===== src/rtl/sys_cmd_ctrl_if.sv =====
// Command-controller bus bundle.
// Groups the UART RX/TX, register-file and ALU handshake signals of
// sys_cmd_ctrl. The clock and reset stay outside as plain ports.
//   master : controller side (drives RF_*, ALU_*, CLK_GATE_EN, TX_*)
//   slave  : environment side (drives RX_*, RF_RD_DATA*, ALU_OUT*, TX_BUSY)
interface sys_cmd_ctrl_if #(
  parameter int DATA_WIDTH = 8,
  parameter int ADDR_WIDTH = 4
);
  // UART receive side
  logic [DATA_WIDTH-1:0]   RX_P_DATA;
  logic                    RX_D_VLD;
  // register-file read return
  logic [DATA_WIDTH-1:0]   RF_RD_DATA;
  logic                    RF_RD_DATA_VLD;
  // ALU result return
  logic [2*DATA_WIDTH-1:0] ALU_OUT;
  logic                    ALU_OUT_VLD;
  // UART transmitter status
  logic                    TX_BUSY;

  // register-file access
  logic [ADDR_WIDTH-1:0]   RF_ADDR;
  logic                    RF_WR_EN;
  logic                    RF_RD_EN;
  logic [DATA_WIDTH-1:0]   RF_WR_DATA;
  // ALU control
  logic                    ALU_EN;
  logic [3:0]              ALU_FUN;
  logic                    CLK_GATE_EN;
  // UART transmit request
  logic [DATA_WIDTH-1:0]   TX_P_DATA;
  logic                    TX_D_VLD;

  modport master (
    input  RX_P_DATA, RX_D_VLD, RF_RD_DATA, RF_RD_DATA_VLD,
           ALU_OUT, ALU_OUT_VLD, TX_BUSY,
    output RF_ADDR, RF_WR_EN, RF_RD_EN, RF_WR_DATA,
           ALU_EN, ALU_FUN, CLK_GATE_EN, TX_P_DATA, TX_D_VLD
  );

  modport slave (
    output RX_P_DATA, RX_D_VLD, RF_RD_DATA, RF_RD_DATA_VLD,
           ALU_OUT, ALU_OUT_VLD, TX_BUSY,
    input  RF_ADDR, RF_WR_EN, RF_RD_EN, RF_WR_DATA,
           ALU_EN, ALU_FUN, CLK_GATE_EN, TX_P_DATA, TX_D_VLD
  );
endinterface


===== src/rtl/sys_cmd_ctrl.sv =====
// System command controller.
// Decodes UART command frames into register-file writes/reads and ALU
// operations, and returns read data / ALU results over the UART TX port.
//   0xAA addr data        : register write
//   0xBB addr             : register read, read byte sent back
//   0xCC opA opB fun      : write operands to RF[0]/RF[1], run ALU, send result LSB then MSB
//   0xDD fun              : run ALU on current operands, send result LSB then MSB
// Ports:
//   CLK  : single clock, rising edge
//   RST  : synchronous active-high reset (IDLE, all outputs 0)
//   bus  : sys_cmd_ctrl_if master modport (RX, RF, ALU, TX signals)
// All outputs are registered. RF_WR_EN, RF_RD_EN and ALU_EN are single-cycle
// strobes; TX_D_VLD is held until the transmitter reports busy.
module sys_cmd_ctrl #(
  parameter int DATA_WIDTH = 8,
  parameter int ADDR_WIDTH = 4
) (
  input  logic          CLK,
  input  logic          RST,
  sys_cmd_ctrl_if.master bus
);

  localparam logic [DATA_WIDTH-1:0] CMD_WR     = DATA_WIDTH'(8'hAA);
  localparam logic [DATA_WIDTH-1:0] CMD_RD     = DATA_WIDTH'(8'hBB);
  localparam logic [DATA_WIDTH-1:0] CMD_ALU_OP = DATA_WIDTH'(8'hCC);
  localparam logic [DATA_WIDTH-1:0] CMD_ALU    = DATA_WIDTH'(8'hDD);

  typedef enum logic [3:0] {
    S_IDLE,
    S_WR_ADDR,
    S_WR_DATA,
    S_RD_ADDR,
    S_RD_WAIT,
    S_ALU_A,
    S_ALU_B,
    S_ALU_FUN,
    S_ALU_WAIT,
    S_TX_LO,
    S_TX_HI,
    S_TX_RD
  } state_t;

  state_t                  state_q;
  logic [ADDR_WIDTH-1:0]   rf_addr_q;
  logic                    rf_wr_en_q;
  logic                    rf_rd_en_q;
  logic [DATA_WIDTH-1:0]   rf_wr_data_q;
  logic                    alu_en_q;
  logic [3:0]              alu_fun_q;
  logic                    clk_gate_en_q;
  logic [DATA_WIDTH-1:0]   tx_p_data_q;
  logic                    tx_d_vld_q;
  logic [DATA_WIDTH-1:0]   rd_buf_q;
  logic [2*DATA_WIDTH-1:0] alu_res_q;

  // Byte offered by whichever TX state is active.
  logic [DATA_WIDTH-1:0]   tx_byte;

  always_comb begin
    tx_byte = rd_buf_q;
    if (state_q == S_TX_LO) begin
      tx_byte = alu_res_q[DATA_WIDTH-1:0];
    end else if (state_q == S_TX_HI) begin
      tx_byte = alu_res_q[2*DATA_WIDTH-1:DATA_WIDTH];
    end
  end

  always_ff @(posedge CLK) begin
    if (RST) begin
      state_q       <= S_IDLE;
      rf_addr_q     <= '0;
      rf_wr_en_q    <= 1'b0;
      rf_rd_en_q    <= 1'b0;
      rf_wr_data_q  <= '0;
      alu_en_q      <= 1'b0;
      alu_fun_q     <= '0;
      clk_gate_en_q <= 1'b0;
      tx_p_data_q   <= '0;
      tx_d_vld_q    <= 1'b0;
      rd_buf_q      <= '0;
      alu_res_q     <= '0;
    end else begin
      rf_wr_en_q <= 1'b0;
      rf_rd_en_q <= 1'b0;
      alu_en_q   <= 1'b0;

      case (state_q)
        S_IDLE: begin
          if (bus.RX_D_VLD) begin
            if (bus.RX_P_DATA == CMD_WR) begin
              state_q <= S_WR_ADDR;
            end else if (bus.RX_P_DATA == CMD_RD) begin
              state_q <= S_RD_ADDR;
            end else if (bus.RX_P_DATA == CMD_ALU_OP) begin
              state_q       <= S_ALU_A;
              clk_gate_en_q <= 1'b1;
            end else if (bus.RX_P_DATA == CMD_ALU) begin
              state_q       <= S_ALU_FUN;
              clk_gate_en_q <= 1'b1;
            end
          end
        end

        S_WR_ADDR: begin
          if (bus.RX_D_VLD) begin
            rf_addr_q <= bus.RX_P_DATA[ADDR_WIDTH-1:0];
            state_q   <= S_WR_DATA;
          end
        end

        S_WR_DATA: begin
          if (bus.RX_D_VLD) begin
            rf_wr_data_q <= bus.RX_P_DATA;
            rf_wr_en_q   <= 1'b1;
            state_q      <= S_IDLE;
          end
        end

        S_RD_ADDR: begin
          if (bus.RX_D_VLD) begin
            rf_addr_q  <= bus.RX_P_DATA[ADDR_WIDTH-1:0];
            rf_rd_en_q <= 1'b1;
            state_q    <= S_RD_WAIT;
          end
        end

        S_RD_WAIT: begin
          if (bus.RF_RD_DATA_VLD) begin
            rd_buf_q <= bus.RF_RD_DATA;
            state_q  <= S_TX_RD;
          end
        end

        S_ALU_A: begin
          if (bus.RX_D_VLD) begin
            rf_addr_q    <= ADDR_WIDTH'(0);
            rf_wr_data_q <= bus.RX_P_DATA;
            rf_wr_en_q   <= 1'b1;
            state_q      <= S_ALU_B;
          end
        end

        S_ALU_B: begin
          if (bus.RX_D_VLD) begin
            rf_addr_q    <= ADDR_WIDTH'(1);
            rf_wr_data_q <= bus.RX_P_DATA;
            rf_wr_en_q   <= 1'b1;
            state_q      <= S_ALU_FUN;
          end
        end

        S_ALU_FUN: begin
          if (bus.RX_D_VLD) begin
            alu_fun_q <= bus.RX_P_DATA[3:0];
            alu_en_q  <= 1'b1;
            state_q   <= S_ALU_WAIT;
          end
        end

        S_ALU_WAIT: begin
          if (bus.ALU_OUT_VLD) begin
            alu_res_q     <= bus.ALU_OUT;
            clk_gate_en_q <= 1'b0;
            state_q       <= S_TX_LO;
          end
        end

        // The three TX states share one handshake; tx_d_vld_q itself marks
        // whether we are still waiting for the line or waiting for acceptance.
        S_TX_LO, S_TX_HI, S_TX_RD: begin
          if (!tx_d_vld_q) begin
            if (!bus.TX_BUSY) begin
              tx_p_data_q <= tx_byte;
              tx_d_vld_q  <= 1'b1;
            end
          end else if (bus.TX_BUSY) begin
            tx_d_vld_q <= 1'b0;
            state_q    <= (state_q == S_TX_LO) ? S_TX_HI : S_IDLE;
          end
        end

        default: state_q <= S_IDLE;
      endcase
    end
  end

  assign bus.RF_ADDR     = rf_addr_q;
  assign bus.RF_WR_EN    = rf_wr_en_q;
  assign bus.RF_RD_EN    = rf_rd_en_q;
  assign bus.RF_WR_DATA  = rf_wr_data_q;
  assign bus.ALU_EN      = alu_en_q;
  assign bus.ALU_FUN     = alu_fun_q;
  assign bus.CLK_GATE_EN = clk_gate_en_q;
  assign bus.TX_P_DATA   = tx_p_data_q;
  assign bus.TX_D_VLD    = tx_d_vld_q;

endmodule

===== src/flat_wrapper.sv =====
// flat-port wrapper written by rule: the top's interface ports become plain ports
module sys_cmd_ctrl_flat 
#(
  parameter int DATA_WIDTH = 8,
  parameter int ADDR_WIDTH = 4
)
  (CLK, RST, bus_RX_P_DATA, bus_RX_D_VLD, bus_RF_RD_DATA, bus_RF_RD_DATA_VLD, bus_ALU_OUT, bus_ALU_OUT_VLD, bus_TX_BUSY, bus_RF_ADDR, bus_RF_WR_EN, bus_RF_RD_EN, bus_RF_WR_DATA, bus_ALU_EN, bus_ALU_FUN, bus_CLK_GATE_EN, bus_TX_P_DATA, bus_TX_D_VLD);
  sys_cmd_ctrl_if #(.DATA_WIDTH(DATA_WIDTH), .ADDR_WIDTH(ADDR_WIDTH)) bus_i ();
  input  logic CLK;
  input  logic RST;
  input wire logic [$bits(bus_i.RX_P_DATA)-1:0] bus_RX_P_DATA;
  input wire logic [$bits(bus_i.RX_D_VLD)-1:0] bus_RX_D_VLD;
  input wire logic [$bits(bus_i.RF_RD_DATA)-1:0] bus_RF_RD_DATA;
  input wire logic [$bits(bus_i.RF_RD_DATA_VLD)-1:0] bus_RF_RD_DATA_VLD;
  input wire logic [$bits(bus_i.ALU_OUT)-1:0] bus_ALU_OUT;
  input wire logic [$bits(bus_i.ALU_OUT_VLD)-1:0] bus_ALU_OUT_VLD;
  input wire logic [$bits(bus_i.TX_BUSY)-1:0] bus_TX_BUSY;
  output wire logic [$bits(bus_i.RF_ADDR)-1:0] bus_RF_ADDR;
  output wire logic [$bits(bus_i.RF_WR_EN)-1:0] bus_RF_WR_EN;
  output wire logic [$bits(bus_i.RF_RD_EN)-1:0] bus_RF_RD_EN;
  output wire logic [$bits(bus_i.RF_WR_DATA)-1:0] bus_RF_WR_DATA;
  output wire logic [$bits(bus_i.ALU_EN)-1:0] bus_ALU_EN;
  output wire logic [$bits(bus_i.ALU_FUN)-1:0] bus_ALU_FUN;
  output wire logic [$bits(bus_i.CLK_GATE_EN)-1:0] bus_CLK_GATE_EN;
  output wire logic [$bits(bus_i.TX_P_DATA)-1:0] bus_TX_P_DATA;
  output wire logic [$bits(bus_i.TX_D_VLD)-1:0] bus_TX_D_VLD;
  assign bus_i.RX_P_DATA = bus_RX_P_DATA;
  assign bus_i.RX_D_VLD = bus_RX_D_VLD;
  assign bus_i.RF_RD_DATA = bus_RF_RD_DATA;
  assign bus_i.RF_RD_DATA_VLD = bus_RF_RD_DATA_VLD;
  assign bus_i.ALU_OUT = bus_ALU_OUT;
  assign bus_i.ALU_OUT_VLD = bus_ALU_OUT_VLD;
  assign bus_i.TX_BUSY = bus_TX_BUSY;
  assign bus_RF_ADDR = bus_i.RF_ADDR;
  assign bus_RF_WR_EN = bus_i.RF_WR_EN;
  assign bus_RF_RD_EN = bus_i.RF_RD_EN;
  assign bus_RF_WR_DATA = bus_i.RF_WR_DATA;
  assign bus_ALU_EN = bus_i.ALU_EN;
  assign bus_ALU_FUN = bus_i.ALU_FUN;
  assign bus_CLK_GATE_EN = bus_i.CLK_GATE_EN;
  assign bus_TX_P_DATA = bus_i.TX_P_DATA;
  assign bus_TX_D_VLD = bus_i.TX_D_VLD;
  sys_cmd_ctrl #(.DATA_WIDTH(DATA_WIDTH), .ADDR_WIDTH(ADDR_WIDTH)) u_core (.CLK(CLK), .RST(RST), .bus(bus_i));
endmodule

===== config.mk =====
export PLATFORM = sky130hd
export DESIGN_NAME = sys_cmd_ctrl_flat
export DESIGN_NICKNAME = d
export VERILOG_FILES = /design/src/rtl/sys_cmd_ctrl_if.sv /design/src/rtl/sys_cmd_ctrl.sv /design/src/flat_wrapper.sv
export SDC_FILE = /design/constraint.sdc
export NUM_CORES = 1
export LEC_CHECK = 0
export BUFFER_PORTS_ARGS = -buffer_cell sky130_fd_sc_hd__buf_4
export CORE_MARGIN = 3
export CORE_UTILIZATION = 45
export CTS_BUF_LIST = sky130_fd_sc_hd__clkbuf_8
export DETAILED_ROUTE_END_ITERATION = 10
export GPL_TIMING_DRIVEN = 0
export PLACE_DENSITY_LB_ADDON = 0.15
export SYNTH_ARGS = -nofsm -noshare
export SYNTH_HDL_FRONTEND = slang
export SYNTH_SLANG_ARGS = --single-unit

===== constraint.sdc =====
create_clock -name CLK -period 2.35 [get_ports CLK]
set_clock_uncertainty 0.15 [all_clocks]
set_input_delay 0.47 -clock CLK [delete_from_list [all_inputs] [get_ports CLK]]
set_output_delay 0.47 -clock CLK [all_outputs]
set_load 0.1 [all_outputs]

== After elaboration in Yosys (flattened, before gate mapping) ==
Cells that the tools add are included.
Word-level totals
  bits in registers: 57
  input port bits: 38
Operators by class
  equality and inequality tests: 31
  mux-type cells: 31
  bitwise gates (word level): 5
  reduce and logical (&&, ||, !) cells: 17
Operators with widths (number)
  $mux 4: 18
  $pmux 4 s10: 1
  $eq 8x8->1 const B: 4
  $ne 2x2->1 const B: 12
  $eq 4x3->1 const B: 4
  $eq 4x4->1 const B: 4
  $mux 8: 2
  $pmux 4 s3: 1
  $reduce_and 12->1: 1
  $eq 4x2->1 const B: 2
  $mux 1: 8
  $reduce_and 2->1: 4
  $reduce_or 2->1: 4
  $reduce_and 6->1: 1
  $reduce_or 3->1: 2
  $ne 5x1->1 const B: 1
  $not 1->1: 5
  $eq 4x1->1 const B: 1
  $logic_not 4->1: 1
  $ne 2x1->1 const B: 2
  $reduce_and 4->1: 1
  $ne 3x1->1 const B: 1
  $reduce_and 3->1: 1
  $reduce_bool 3->1: 1
  2 further kinds: 2

== Longest topological paths before layout ==
  depth after elaboration: 7
  depth in mapped cells: 7
  gate-level depth less buffers: 4

== Worst setup path before layout ==
OpenSTA, ideal clock, no wires.
  path type: register to register
  start: register u_core.tx_d_vld_q (netlist: u_core.bus.TX_D_VLD)
  end: register u_core.state_q[0]
  arrival time: 1.915 ns
  required time: 2.079 ns
  path slack: 0.164 ns
  cell stages (with the launch flop): 4
  path buffers: 0
  path through: dfxtp_1 a211oi_1 a2111o_1 mux2_4
On the way
  word-level cells in the longest chain between the ends: 2
Ends and longest elaborated chain
  from (decl): line sys_cmd_ctrl.sv:52  | logic tx_d_vld_q;
  from (signal assigned): line sys_cmd_ctrl.sv:79  | tx_d_vld_q <= 1'b0;
  from (signal assigned): line sys_cmd_ctrl.sv:174  | tx_d_vld_q <= 1'b1;
  from (signal assigned): line sys_cmd_ctrl.sv:177  | tx_d_vld_q <= 1'b0;
  $ne 2x1->1 (no source line)
  $reduce_and 12->1 (no source line)
  to (signal assigned): line sys_cmd_ctrl.sv:178  | state_q <= (state_q == S_TX_LO) ? S_TX_HI : S_IDLE;
  to (decl): line sys_cmd_ctrl.sv:43  | state_t state_q;
Every way passes these cells.
A chain may end at the register's enable or synchronous reset.

== Worst setup path in the final report ==
  start: register u_core.state_q[3]
  end: register u_core.tx_p_data_q[3] (netlist: u_core.bus.TX_P_DATA[3])
On the way
  word-level cells in the longest chain between the ends: 3
  elaborated cells between the ends (all ways): 7
  classes of those cells: eq/ne (3); mux (2); reduce/logical (2)
Ends and longest elaborated chain
  $eq 4x4->1 (on tied branches): line sys_cmd_ctrl.sv:87, sys_cmd_ctrl.sv:61, sys_cmd_ctrl.sv:63
  $reduce_or 3->1 or $mux 8 (tied branches): line sys_cmd_ctrl.sv:87, sys_cmd_ctrl.sv:63
  $reduce_and 3->1 (no source line) or $mux 8 (tied branches)
  to (signal assigned): line sys_cmd_ctrl.sv:173  | tx_p_data_q <= tx_byte;
  to (decl): line sys_cmd_ctrl.sv:51  | logic [DATA_WIDTH-1:0] tx_p_data_q;
Parallel ways exist; a longest one is shown, timed or not.

==> reports/results.txt <==
outcome - completed
crit start category - flop
Crit Path Max Fanout - 10
Initial DRC Count - 99
Die H - 80.4 um
initial antenna violation count - 0
CTS tree - yes
number of remaining DRC errors - 0
Worst EP required - 2420 ps
Post-synth EDFFs - 0
Die ar. - 0.00647 mm^2
routability congestion estimate - 0.849
final hold viol count - 0
Final Util - 0.631
RSZ-0062 raised after global routing - false
clock share of power - 0.347
top-count cell post-synth - dfxtp_1
Post-Syn Area per Cell - 8.84 um^2
M1 WL - 2.92 mm
DR WL/cell - 14.1 um
cell breakdown of the critical path - buf_2 -> and4bb_2 -> buf_2 -> mux2i_1 -> a21oi_1 -> a22o_1
Site Rows - 26
total core area - 0.00524 mm^2
fin crit share - 0.884
n_diodes - 0
hold path depth - 2
Critical Path End - u_core.bus.TX_P_DATA[3]
number of cells on the critical path - 6
CP Capture Type - flop
crit path time final - 2080 ps
DP HPWL - 4.53 mm
Clock Pin Slew Worst Setup and Hold Paths - 60 ps
Routed Antenna Nets - 0
wire length of the first global-routing pass - 9.98 mm
total gr overflow - 0
CTS sink cnt - 57
dominant synthesized flop cell - dfxtp_1
Seq cells post-synth - 57
All-Layer GR Usage - 0.203
Arr. time, crit path - 2150 ps
via count - 2218
H-tree levels - 3
Post-synth top cells - 57 x dfxtp_1, 36 x nor2_1, 35 x nand2_1
P_leak - 0.00142 uW
Setup Fix Bufs, Post-CTS - 0
min setup slack post-route - 272 ps
cts hold-fix bufs - 0
Clock Latency Late Sink - 330 ps
layout cell share with drive strength beyond 1 - 0.267
Synth area leaders - dfxtp_1 46%, mux2i_1 12%, a21oi_1 6.6%
DR WL met3 - 365 um
post_cts resized - 0
Setup TNS Final - 0 ps
Worst path most repeated cell - buf_2
worst path bufs/invs - 2
HP Class - input port to flop
slew at the pin with the worst max-slew slack - 599 ps
Slowest-stage cell, CP - dfxtp_1
Highest Signal Layer - met4
Synth area leader - dfxtp_1
VDD IR max - 0.000957 V
Synth cell types - 41
highest clock rate - 0.481 GHz
Synth Net Count - 320
Seq/Total Area, Yosys - 0.458
post-synthesis cell count - 282
Synth Warn # - 0
register-to-register setup slack - 270 ps
Initial Utilization - 0.476
vias in the first global route - 2083
Comb power frac - 0.296
RR Endpoint - u_core.bus.TX_P_DATA[3]
Flop pwr share - 0.357
Pre-Repair DR Iteration Count - 4
vias per inst - 5.12
final wirelength - 6.12 mm
Inserted Clock Buffers - 9
Worst R2R Path Depth - 6
Slew HR - 0.601
total of max-cap violations - 0
Net Switching - 961 uW
top-level I/O count - 67
Sw Share - 0.320
CP startpoint - u_core.state_q[3]
wire length on met2 - 2.75 mm
delay-heaviest family, CP - buffers and inverters
Setup-failing EPs final - 0
nets@finish - 397
P&R area growth vs syn - 32.6%
max incr delay on CP - 420 ps
Worst R2R Start - u_core.state_q[3]
Internal - 2040 uW
CP Class - flop to flop
proportion of netlist area held by the largest area contributor - 0.458
Die X - 80.4 um
pwr dens - 908 mW/mm^2
CTS Root Cell - clkbuf_8
mapped cell area - 0.00249 mm^2
post-place setup slack - 226 ps
pin count of the biggest net entering global routing - 11
CTS Buffer Depth - 2
PortBufs - 66
final slew viol count - 0
Post-synth ARST share - 0
-- final cells by class --
type / instances / area, um^2
fillers: 475 / 1930
repair buffers: 66 / 495
inverters: 3 / 11.3
clock inverters: 3 / 63.8
multi-input cells: 202 / 1250
well taps: 70 / 87.6
clock buffers: 12 / 165
flip-flops and latches: 57 / 1140
plain buffers: 20 / 87.6
-- metal layers --
metal / track usage / vias up
li1: - / 1136
met1: 0.263 / 1012
met2: 0.315 / 62
met3: 0.0785 / 8
met4: 0.0574 / 0
met5: 0 / -
-- power groups by stage --
stage / Clock [uW] / Combinational [uW] / Sequential [uW]
floorplan: 0 / 509 / 1250
global placement: 0 / 872 / 1090
detailed placement: 0 / 882 / 1090
CTS: 1060 / 885 / 1070
global route: 1100 / 962 / 1080
finish: 1040 / 889 / 1070
-- flip-flops by register name, summed over array words and instances, names as in the netlist --
| register | cells |
|---|---|
| u_core.alu_res_q | 16 |
| u_core.bus.ALU_EN | 1 |
| u_core.bus.ALU_FUN | 4 |
| u_core.bus.CLK_GATE_EN | 1 |
| u_core.bus.RF_ADDR | 4 |
| u_core.bus.RF_RD_EN | 1 |
| u_core.bus.RF_WR_DATA | 8 |
| u_core.bus.RF_WR_EN | 1 |
| u_core.bus.TX_D_VLD | 1 |
| u_core.bus.TX_P_DATA | 8 |
| u_core.rd_buf_q | 8 |
| u_core.state_q | 4 |
-- kinds of logic (layout without fill, tap and decap cells) --
family                 Yosys count  after routing  share of synthesized area
flip-flops                      57             57                      0.458
buffers and inverters           23            104                     0.0396
AO/OA/AOI/OAI                   60             60                      0.159
XOR/XNOR                         2              2                    0.00703
AND/OR/NAND/NOR                109            109                      0.211
multiplexers                    31             31                      0.126
-- how the worst min path moves through the flow --
stage | end | slack (ps) | start
after floorplan | u_core.alu_res_q[10] | 290 | u_core.alu_res_q[10]
after global placement | u_core.alu_res_q[2] | 290 | u_core.alu_res_q[2]
after detailed placement | u_core.alu_res_q[12] | 300 | u_core.alu_res_q[12]
after CTS | u_core.bus.TX_D_VLD | 180 | bus_TX_BUSY
after global routing | u_core.bus.TX_D_VLD | 180 | bus_TX_BUSY
final | u_core.bus.TX_D_VLD | 190 | bus_TX_BUSY
-- placed cells by master, fill, tap and decap left out, types with 2 or more instances in the layout --
cell type / count
nor2b_1: 4
mux2i_1: 30
buf_2: 10
inv_1: 4
nand3b_1: 2
and2_1: 3
a22o_1: 8
bufinv_16: 2
a21oi_1: 33
o211ai_1: 4
clkbuf_1: 8
nor4_1: 3
nand2_1: 35
nand2b_1: 9
nand3_1: 6
nor2_1: 36
and4bb_2: 3
dfxtp_1: 57
clkbuf_8: 12
and3_1: 3
buf_4: 66
a211oi_1: 2
buf_1: 2
-- stage by stage --
| stage | cell area [um^2] | hold WS [ps] | cells | power, uW |
|---|---|---|---|---|
| 2_1_floorplan | 2490 | 286 | 282 | 1760 |
| 3_3_place_gp | 3080 | 292 | 418 | 1960 |
| 3_5_place_dp | 3080 | 298 | 418 | 1970 |
| 4_1_cts | 3310 | 180 | 433 | 3020 |
| 5_1_grt | 3310 | 184 | 433 | 3150 |
| 6_report | 3310 | 190 | 433 | 3000 |
Note: power is estimated with default switching activity, not from simulation.
